**src/rtl/avg_pkg.sv**
```systemverilog
// +------------------------------------------------------------------+
// | avg_pkg: shared AVG line-segment types and default widths         |
// | Revision: 1.0                                                     |
// +------------------------------------------------------------------+
`default_nettype none

package avg_pkg;

    localparam int AVG_COORD_W = 13;
    localparam int AVG_Z_W     = 4;

    typedef struct packed {
        logic                   frame_end;
        logic [AVG_Z_W-1:0]     z;
        logic [AVG_COORD_W-1:0] sx;
        logic [AVG_COORD_W-1:0] sy;
        logic [AVG_COORD_W-1:0] ex;
        logic [AVG_COORD_W-1:0] ey;
    } line_t;

endpackage

`default_nettype wire

```
**src/rtl/avg_line_mem.sv**
```systemverilog
// +------------------------------------------------------------------+
// | avg_line_mem: register-array line storage, sync write, async read |
// | Revision: 1.0                                                     |
// +------------------------------------------------------------------+
`default_nettype none

module avg_line_mem
    import avg_pkg::*;
#(
    parameter int DEPTH = 32,
    parameter int WIDTH = $bits(line_t)
) (
    input  logic                     clk_in,
    input  logic                     we,
    input  logic [$clog2(DEPTH)-1:0] waddr,
    input  logic [WIDTH-1:0]         wdata,
    input  logic [$clog2(DEPTH)-1:0] raddr,
    output logic [WIDTH-1:0]         rdata
);

    logic [WIDTH-1:0] mem [DEPTH];

    always_ff @(posedge clk_in) begin
        if (we) begin
            mem[waddr] <= wdata;
        end
    end

    assign rdata = mem[raddr];

endmodule

`default_nettype wire

```
**src/rtl/avg_line_fifo.sv**
```systemverilog
// +------------------------------------------------------------------+
// | avg_line_fifo: show-ahead line FIFO, AVG core -> rasteriser       |
// | Revision: 1.0                                                     |
// +------------------------------------------------------------------+
`default_nettype none

module avg_line_fifo
    import avg_pkg::*;
#(
    parameter int DEPTH     = 32,
    parameter int COORD_W   = AVG_COORD_W,
    parameter int Z_W       = AVG_Z_W,
    parameter int AFULL_LVL = 28,
    parameter int EDGE_WR   = 1
) (
    input  logic                     clk_in,
    input  logic                     rst,
    input  logic                     flush,
    input  logic                     wr_req,
    input  logic [COORD_W-1:0]       wr_sx,
    input  logic [COORD_W-1:0]       wr_sy,
    input  logic [COORD_W-1:0]       wr_ex,
    input  logic [COORD_W-1:0]       wr_ey,
    input  logic [Z_W-1:0]           wr_z,
    input  logic                     wr_frame_end,
    output logic                     wr_ready,
    output logic                     rd_valid,
    input  logic                     rd_ready,
    output logic [COORD_W-1:0]       rd_sx,
    output logic [COORD_W-1:0]       rd_sy,
    output logic [COORD_W-1:0]       rd_ex,
    output logic [COORD_W-1:0]       rd_ey,
    output logic [Z_W-1:0]           rd_z,
    output logic                     rd_frame_end,
    output logic                     frame_done,
    output logic [$clog2(DEPTH):0]   count,
    output logic                     almost_full,
    output logic [15:0]              overflow_cnt
);

    localparam int  AW      = $clog2(DEPTH);
    localparam int  CW      = AW + 1;
    localparam int  LW      = 1 + Z_W + 4 * COORD_W;
    localparam bit  EDGE_EN = (EDGE_WR != 0);

    logic [AW-1:0] rd_ptr;
    logic [AW-1:0] wr_ptr;
    logic [CW-1:0] count_r;
    logic [15:0]   ovf_r;
    logic          wr_req_q;
    logic          frame_done_r;

    logic          push;
    logic          pop;
    logic          full;
    logic          accept;
    logic          drop;
    logic [LW-1:0] wdata;
    logic [LW-1:0] rdata;
    logic [LW-1:0] head;

    // Edge mode masks the strobe with last cycle's request level.
    assign push   = wr_req & ~(EDGE_EN & wr_req_q);
    assign full   = (count_r == CW'(DEPTH));
    assign rd_valid = (count_r != '0);
    assign pop    = rd_valid & rd_ready;
    assign accept = push & (~full | pop);
    assign drop   = push & full & ~pop;

    assign wr_ready     = ~full;
    assign almost_full  = (count_r >= CW'(AFULL_LVL));
    assign count        = count_r;
    assign overflow_cnt = ovf_r;
    assign frame_done   = frame_done_r;

    // Stored word uses the line_t field order: {frame_end, z, sx, sy, ex, ey}.
    assign wdata = {wr_frame_end, wr_z, wr_sx, wr_sy, wr_ex, wr_ey};
    assign head  = rd_valid ? rdata : '0;
    assign {rd_frame_end, rd_z, rd_sx, rd_sy, rd_ex, rd_ey} = head;

    avg_line_mem #(
        .DEPTH (DEPTH),
        .WIDTH (LW)
    ) u_mem (
        .clk_in (clk_in),
        .we     (accept & ~flush & ~rst),
        .waddr  (wr_ptr),
        .wdata  (wdata),
        .raddr  (rd_ptr),
        .rdata  (rdata)
    );

    always_ff @(posedge clk_in) begin
        if (rst) begin
            rd_ptr       <= '0;
            wr_ptr       <= '0;
            count_r      <= '0;
            ovf_r        <= '0;
            wr_req_q     <= 1'b0;
            frame_done_r <= 1'b0;
        end else begin
            wr_req_q <= wr_req;
            if (flush) begin
                rd_ptr       <= '0;
                wr_ptr       <= '0;
                count_r      <= '0;
                frame_done_r <= 1'b0;
            end else begin
                if (accept) begin
                    wr_ptr <= wr_ptr + AW'(1);
                end
                if (pop) begin
                    rd_ptr <= rd_ptr + AW'(1);
                end
                case ({accept, pop})
                    2'b10:   count_r <= count_r + CW'(1);
                    2'b01:   count_r <= count_r - CW'(1);
                    default: count_r <= count_r;
                endcase
                if (drop && ovf_r != 16'hFFFF) begin
                    ovf_r <= ovf_r + 16'd1;
                end
                frame_done_r <= pop & rd_frame_end;
            end
        end
    end

endmodule

`default_nettype wire

```
**config.mk**
```make
export PLATFORM = sky130hd
export DESIGN_NAME = avg_line_fifo
export DESIGN_NICKNAME = d
export VERILOG_FILES = /design/src/rtl/avg_pkg.sv /design/src/rtl/avg_line_mem.sv /design/src/rtl/avg_line_fifo.sv
export SDC_FILE = /design/constraint.sdc
export NUM_CORES = 2
export LEC_CHECK = 0
export BUFFER_PORTS_ARGS = -buffer_cell sky130_fd_sc_hd__buf_2
export CORE_MARGIN = 4
export CORE_UTILIZATION = 50
export CTS_CLUSTER_DIAMETER = 200
export DETAILED_ROUTE_END_ITERATION = 10
export HOLD_SLACK_MARGIN = 0.15
export PLACE_DENSITY_LB_ADDON = 0.25
export SLEW_MARGIN = 15
export SYNTH_ARGS = -nofsm -noshare
export SYNTH_HDL_FRONTEND = slang
export SYNTH_SLANG_ARGS = --single-unit
```
**constraint.sdc**
```tcl
create_clock -name clk_in -period 5.1 [get_ports clk_in]
set_input_delay 0.255 -clock clk_in [delete_from_list [all_inputs] [get_ports clk_in]]
set_output_delay 0.255 -clock clk_in [all_outputs]
set_load 0.05 [all_outputs]
```
* After elaboration in Yosys (flattened, before gate mapping)
Memory sizes are Yosys's and may differ from the RTL's. A register that Yosys moved wholly into a read port is not among the register bits. Cells that the tools add are included.
Storage, ports and cells: input bits 62, memories 1, memory bits (writable) 1824, logic and storage cells 42, register bits after elaboration 34, output and inout port bits 83
Memory list:
- u_mem.mem | words 32, width 57, rd ports 1, clocked after memory_dff 1, wr ports 1, RTL line avg_line_mem.sv:21 | logic [WIDTH-1:0] mem [DEPTH];
Cells by class: order comparisons 1, muxes and demuxes 6, equality and inequality tests 4, bitwise gates (word level) 14, reductions and logical operators 5, add/subtract/negate cells 5
Operator list (number):
- $mux 57 | 1
- $add 16x1->16 const B | 1
- $ne 16x16->1 const B | 1
- $pmux 6 s2 | 1
- $add 5x1->5 const B | 2
- $mux 5 | 2
- $and 1x1->1 | 8
- $add 6x1->6 const B | 1
- $eq 6x6->1 const B | 1
- $ge 6x5->1 const B | 1
- $reduce_bool 6->1 | 1
- $sub 6x1->6 const B | 1
- $not 1->1 | 5
- $eq 2x1->1 const B | 1
- $eq 2x2->1 const B | 1
- $mux 1 | 2
- $reduce_and 2->1 | 1
- $reduce_bool 2->1 | 1
- $reduce_or 2->1 | 1
- $logic_and 1x1->1 | 1
- $or 1x1->1 | 1

* Depth between registers and ports, before layout
word-level depth 8, mapped depth 12

* Hierarchy
Synthesis repeated with hierarchy kept, for this count alone.
Unflattened totals: cell total of the unflattened synthesis 4187, area, all modules 73158.9 um^2
Modules (own cells, without submodules):
- avg_line_mem | cells an instance 3928, area an instance 70980.6 um^2, times used 1
- avg_line_fifo | cells an instance 259, area an instance 2178.3 um^2, times used 1

* Least setup slack after synthesis
Ideal clock, no wire load.
path type register -> register, start reg count_r[2], in the netlist count[2], end mem u_mem.mem[14][0] in the netlist's numbering (enable), path slack 0.581 ns, arrival 4.047 ns, period minus slack after synthesis 4.519 ns, path buffers 1, stages on the path, launching flop included 7, required time 4.628 ns, setup time 0.472 ns, cells stage by stage dfxtp_1 > clkbuf_1 > or4_4 > o41ai_2 > nor2_1 > nand2_1 > nor2_1
On the way: word-level cells in the longest chain between the ends 8, elaborated cells on any way between the ends 10, classes of those cells eq/ne (1); mux (2); bitwise (6); reduce/logical (1)
RTL lines:
- start, declared | RTL line avg_line_fifo.sv:48 | logic [CW-1:0] count_r;
- start signal, assigned | RTL line avg_line_fifo.sv:116 | 2'b10: count_r <= count_r + CW'(1);
- start signal, assigned | RTL line avg_line_fifo.sv:117 | 2'b01: count_r <= count_r - CW'(1);
- start signal, assigned | RTL line avg_line_fifo.sv:118 | default: count_r <= count_r;
- $reduce_bool 6->1 or $eq 6x6->1 (tied branches) | RTL line avg_line_fifo.sv:65, avg_line_fifo.sv:64
- $and 1x1->1 or $not 1->1 (tied branches) | RTL line avg_line_fifo.sv:66, avg_line_fifo.sv:67
- $or 1x1->1 * | RTL line avg_line_fifo.sv:67 | assign accept = push & (~full | pop);
- $and 1x1->1 * | RTL line avg_line_fifo.sv:67
- $and 1x1->1 * (2 in series) | RTL line avg_line_fifo.sv:86 | .we (accept & ~flush & ~rst),
- $mux 1 * | RTL line avg_line_mem.sv:24 | if (we) begin
- $mux 1 (implied by the code) * | RTL line avg_line_mem.sv:25 | mem[waddr] <= wdata;
- end, declared | RTL line avg_line_mem.sv:21
Mark *: on every way between the ends. The rest lies on a longest branch, timed or not.

==> results.cfg <==
[finish]
syn_to_final_growth_pct = 13.94
final_common_cell = edfxtp_1
layout.nets = 3517
post-route-util = 0.5741
drive_above_1_share = 0.3035
layout_common_cells = 1,824 x edfxtp_1, 452 x mux4_2, 188 x clkbuf_16, 144 x buf_2, 114 x mux2_2
n_antenna_cell = 0

[die]
io_pins = 145
start_util = 0.5039
fp.dieW_microns = 385.7
row_count = 138
design.core.area_sq_mm = 0.1416
die_height_microns = 385.7
fp.dieArea_sq_mm = 0.1488

[critical_path]
arrival_ps = 4100
criticalPathCategory = reg2out
cp.required_ps = 4850
r2r_start = count[4]
end_kind = output port
startpoint_type = flip-flop
reg2regPathDepth = 13
critPathMaxFanout = 40

[power_and_ir_drop]
p_sw_frac = 0.2045
leakagePower_nw = 24.55
peakVddDrop_v = 0.0003627
pwr-share-comb = 0.031
power_frac_clock = 0.413
intPower_mw = 24.11
seqPwrFrac = 0.555
powerDensity_mw_per_mm2 = 372.8
power_switching_mw = 6.198

[route]
vias = 34300
via_per_inst = 6.253
firstDrtPassIters = 5
drt_iter0_markers = 4027
routed_wl_microns = 166200
ant_nets = 0
wire_per_inst_microns = 30.30
drc_errors = 0

[yosys]
synth_nets = 3213
synth_area_leader_cell = edfxtp_1
avgSynthCellArea_sq_um = 22.69
yosysSeqAreaShare = 0.7787
synth_edf_count = 1824
syn_area_sq_mm = 0.07134
ys.flop_type = edfxtp_1
yosysWarnings = 0
synth_cells = 3144
async_flop_share = 0
synth_top_area_frac = 0.7678
synth_area_leaders = edfxtp_1 77%, mux4_2 14%, mux2_2 1.8%
synthDistinctLibCells = 53
ys_seq_elements = 1863

[min_path]
min_from = rst
hold_depth = 3
min_path_type = in2reg

[status]
status = complete, no violations

[global_routing]
grt.overflow.total = 0
grt_pass1_vias = 35090
grt_max_degree = 96
grt_pass1_wl_microns = 242400
antenna_found_initial = 6
track_usage = 0.2253

[timing]
min_period_ps = 4353
setup_viol = 0
drv_slew = 0
max_freq_ghz = 0.2297
skew_ps = 22.53
fin_crit_sh = 0.8535
relSlewSlack = 0.2174
rsz0062_at_grt = false
setup_tns_ps = 0
tightestPinTransition_ps = 1171
hold_viol_final = 0

[cts]
clk_path_buf_depth = 3
cts_tree = done
cts_sinks = 1863
numCtsBuffers = 182
htree_levels = 4
ctsRootBufferMaster = clkbuf_16
cts_resized = 0
post_cts_buffers = 0
hold_buffers = 65
clock_latency_ps = 800
cts.reportedPaths.clkPinSlew_ps = 60

[job]
drv_cap = 0

[place]
port_buffers = 144
hpwlAfterDp_microns = 89010
gp_congestion = 0.7754
final timing paths:
kind / slack (ps) / to
worst max-delay path: 750 / rd_sy[12]
worst min-delay path: 380 / overflow_cnt[1]
worst max register to register: 1110 / count[2]
worst min register to register: 520 / overflow_cnt[15]
state kept, by name, summed over array words and instances (netlist names), named ones only:
name / count
frame_done: 1
overflow_cnt: 16
rd_ptr: 5
wr_ptr: 5
u_mem.mem: 1824
count: 6
wr_req_q: 1
power by group through the flow:
stage	Combinational, mW	Clock [mW]	Sequential, mW
2_1_floorplan	0.475	0	17.2
3_3_place_gp	0.890	0	17.1
3_5_place_dp	0.920	0	17.2
4_1_cts	0.962	12.8	16.8
5_1_grt	1.01	13.5	16.8
6_report	0.951	12.5	16.8
per-stage QoR:
step / hold slack, ps / area [sq um] / total power, mW / worst slack [ps] / instances
2_1_floorplan: 353.9 / 71340 / 17.63 / 580.9 / 3144
3_3_place_gp: 482.3 / 75110 / 18.04 / 1306 / 5089
3_5_place_dp: 509.7 / 75110 / 18.07 / 1228 / 5089
4_1_cts: 311.9 / 81280 / 30.55 / 587.2 / 5485
5_1_grt: 371.3 / 81280 / 31.29 / 486.0 / 5485
6_report: 377.6 / 81280 / 30.30 / 747.0 / 5485
cells by family (layout without fill, tap and decap cells):
kind of cell,Yosys count,after routing,share of synthesized area
flip-flops,1863,1863,0.7787
multiplexers,633,633,0.1701
AO/OA/AOI/OAI,222,222,0.02296
AND/OR/NAND/NOR,217,217,0.01452
buffers and inverters,189,640,0.01091
XOR/XNOR,13,13,0.001596
adder cells (fa/ha/maj),7,7,0.001228
synth_stat cells, types with 19 or more instances:
library cell and n:
edfxtp_1 1824, mux4_2 452, nor2_1 119, mux2_2 114, clkbuf_1 102, a21oi_1 73
mux2i_1 67, a221oi_1 56, o221ai_1 56, buf_2 48, dfxtp_1 39, buf_1 28
nand2_1 19
worst max-delay path, cell delays in order (launching register included):
cell,delay [ps]
dfxtp_4,840
buf_12,350
buf_12,320
mux4_2,540
mux2i_1,230
nor2_1,100
a221oi_1,380
a21oi_1,190
buf_2,290
final cells by class:
| cell class | instances | area [sq um] |
|---|---|---|
| Timing Repair Buffer | 300 | 2505 |
| Sequential cell | 1863 | 55570 |
| Tap cell | 1890 | 2365 |
| Inverter | 9 | 33.78 |
| Fill cell | 10140 | 60300 |
| Clock buffer | 237 | 4888 |
| Multi-Input combinational cell | 1092 | 15280 |
| Clock inverter | 94 | 636.9 |
metal layers:
layer / wire, microns / global-route usage
met5: 27 / 0
met4: 3919 / 0.05890
met3: 13410 / 0.04707
met2: 81200 / 0.3607
met1: 67640 / 0.3208
Note: power is estimated with default switching activity, not from simulation.
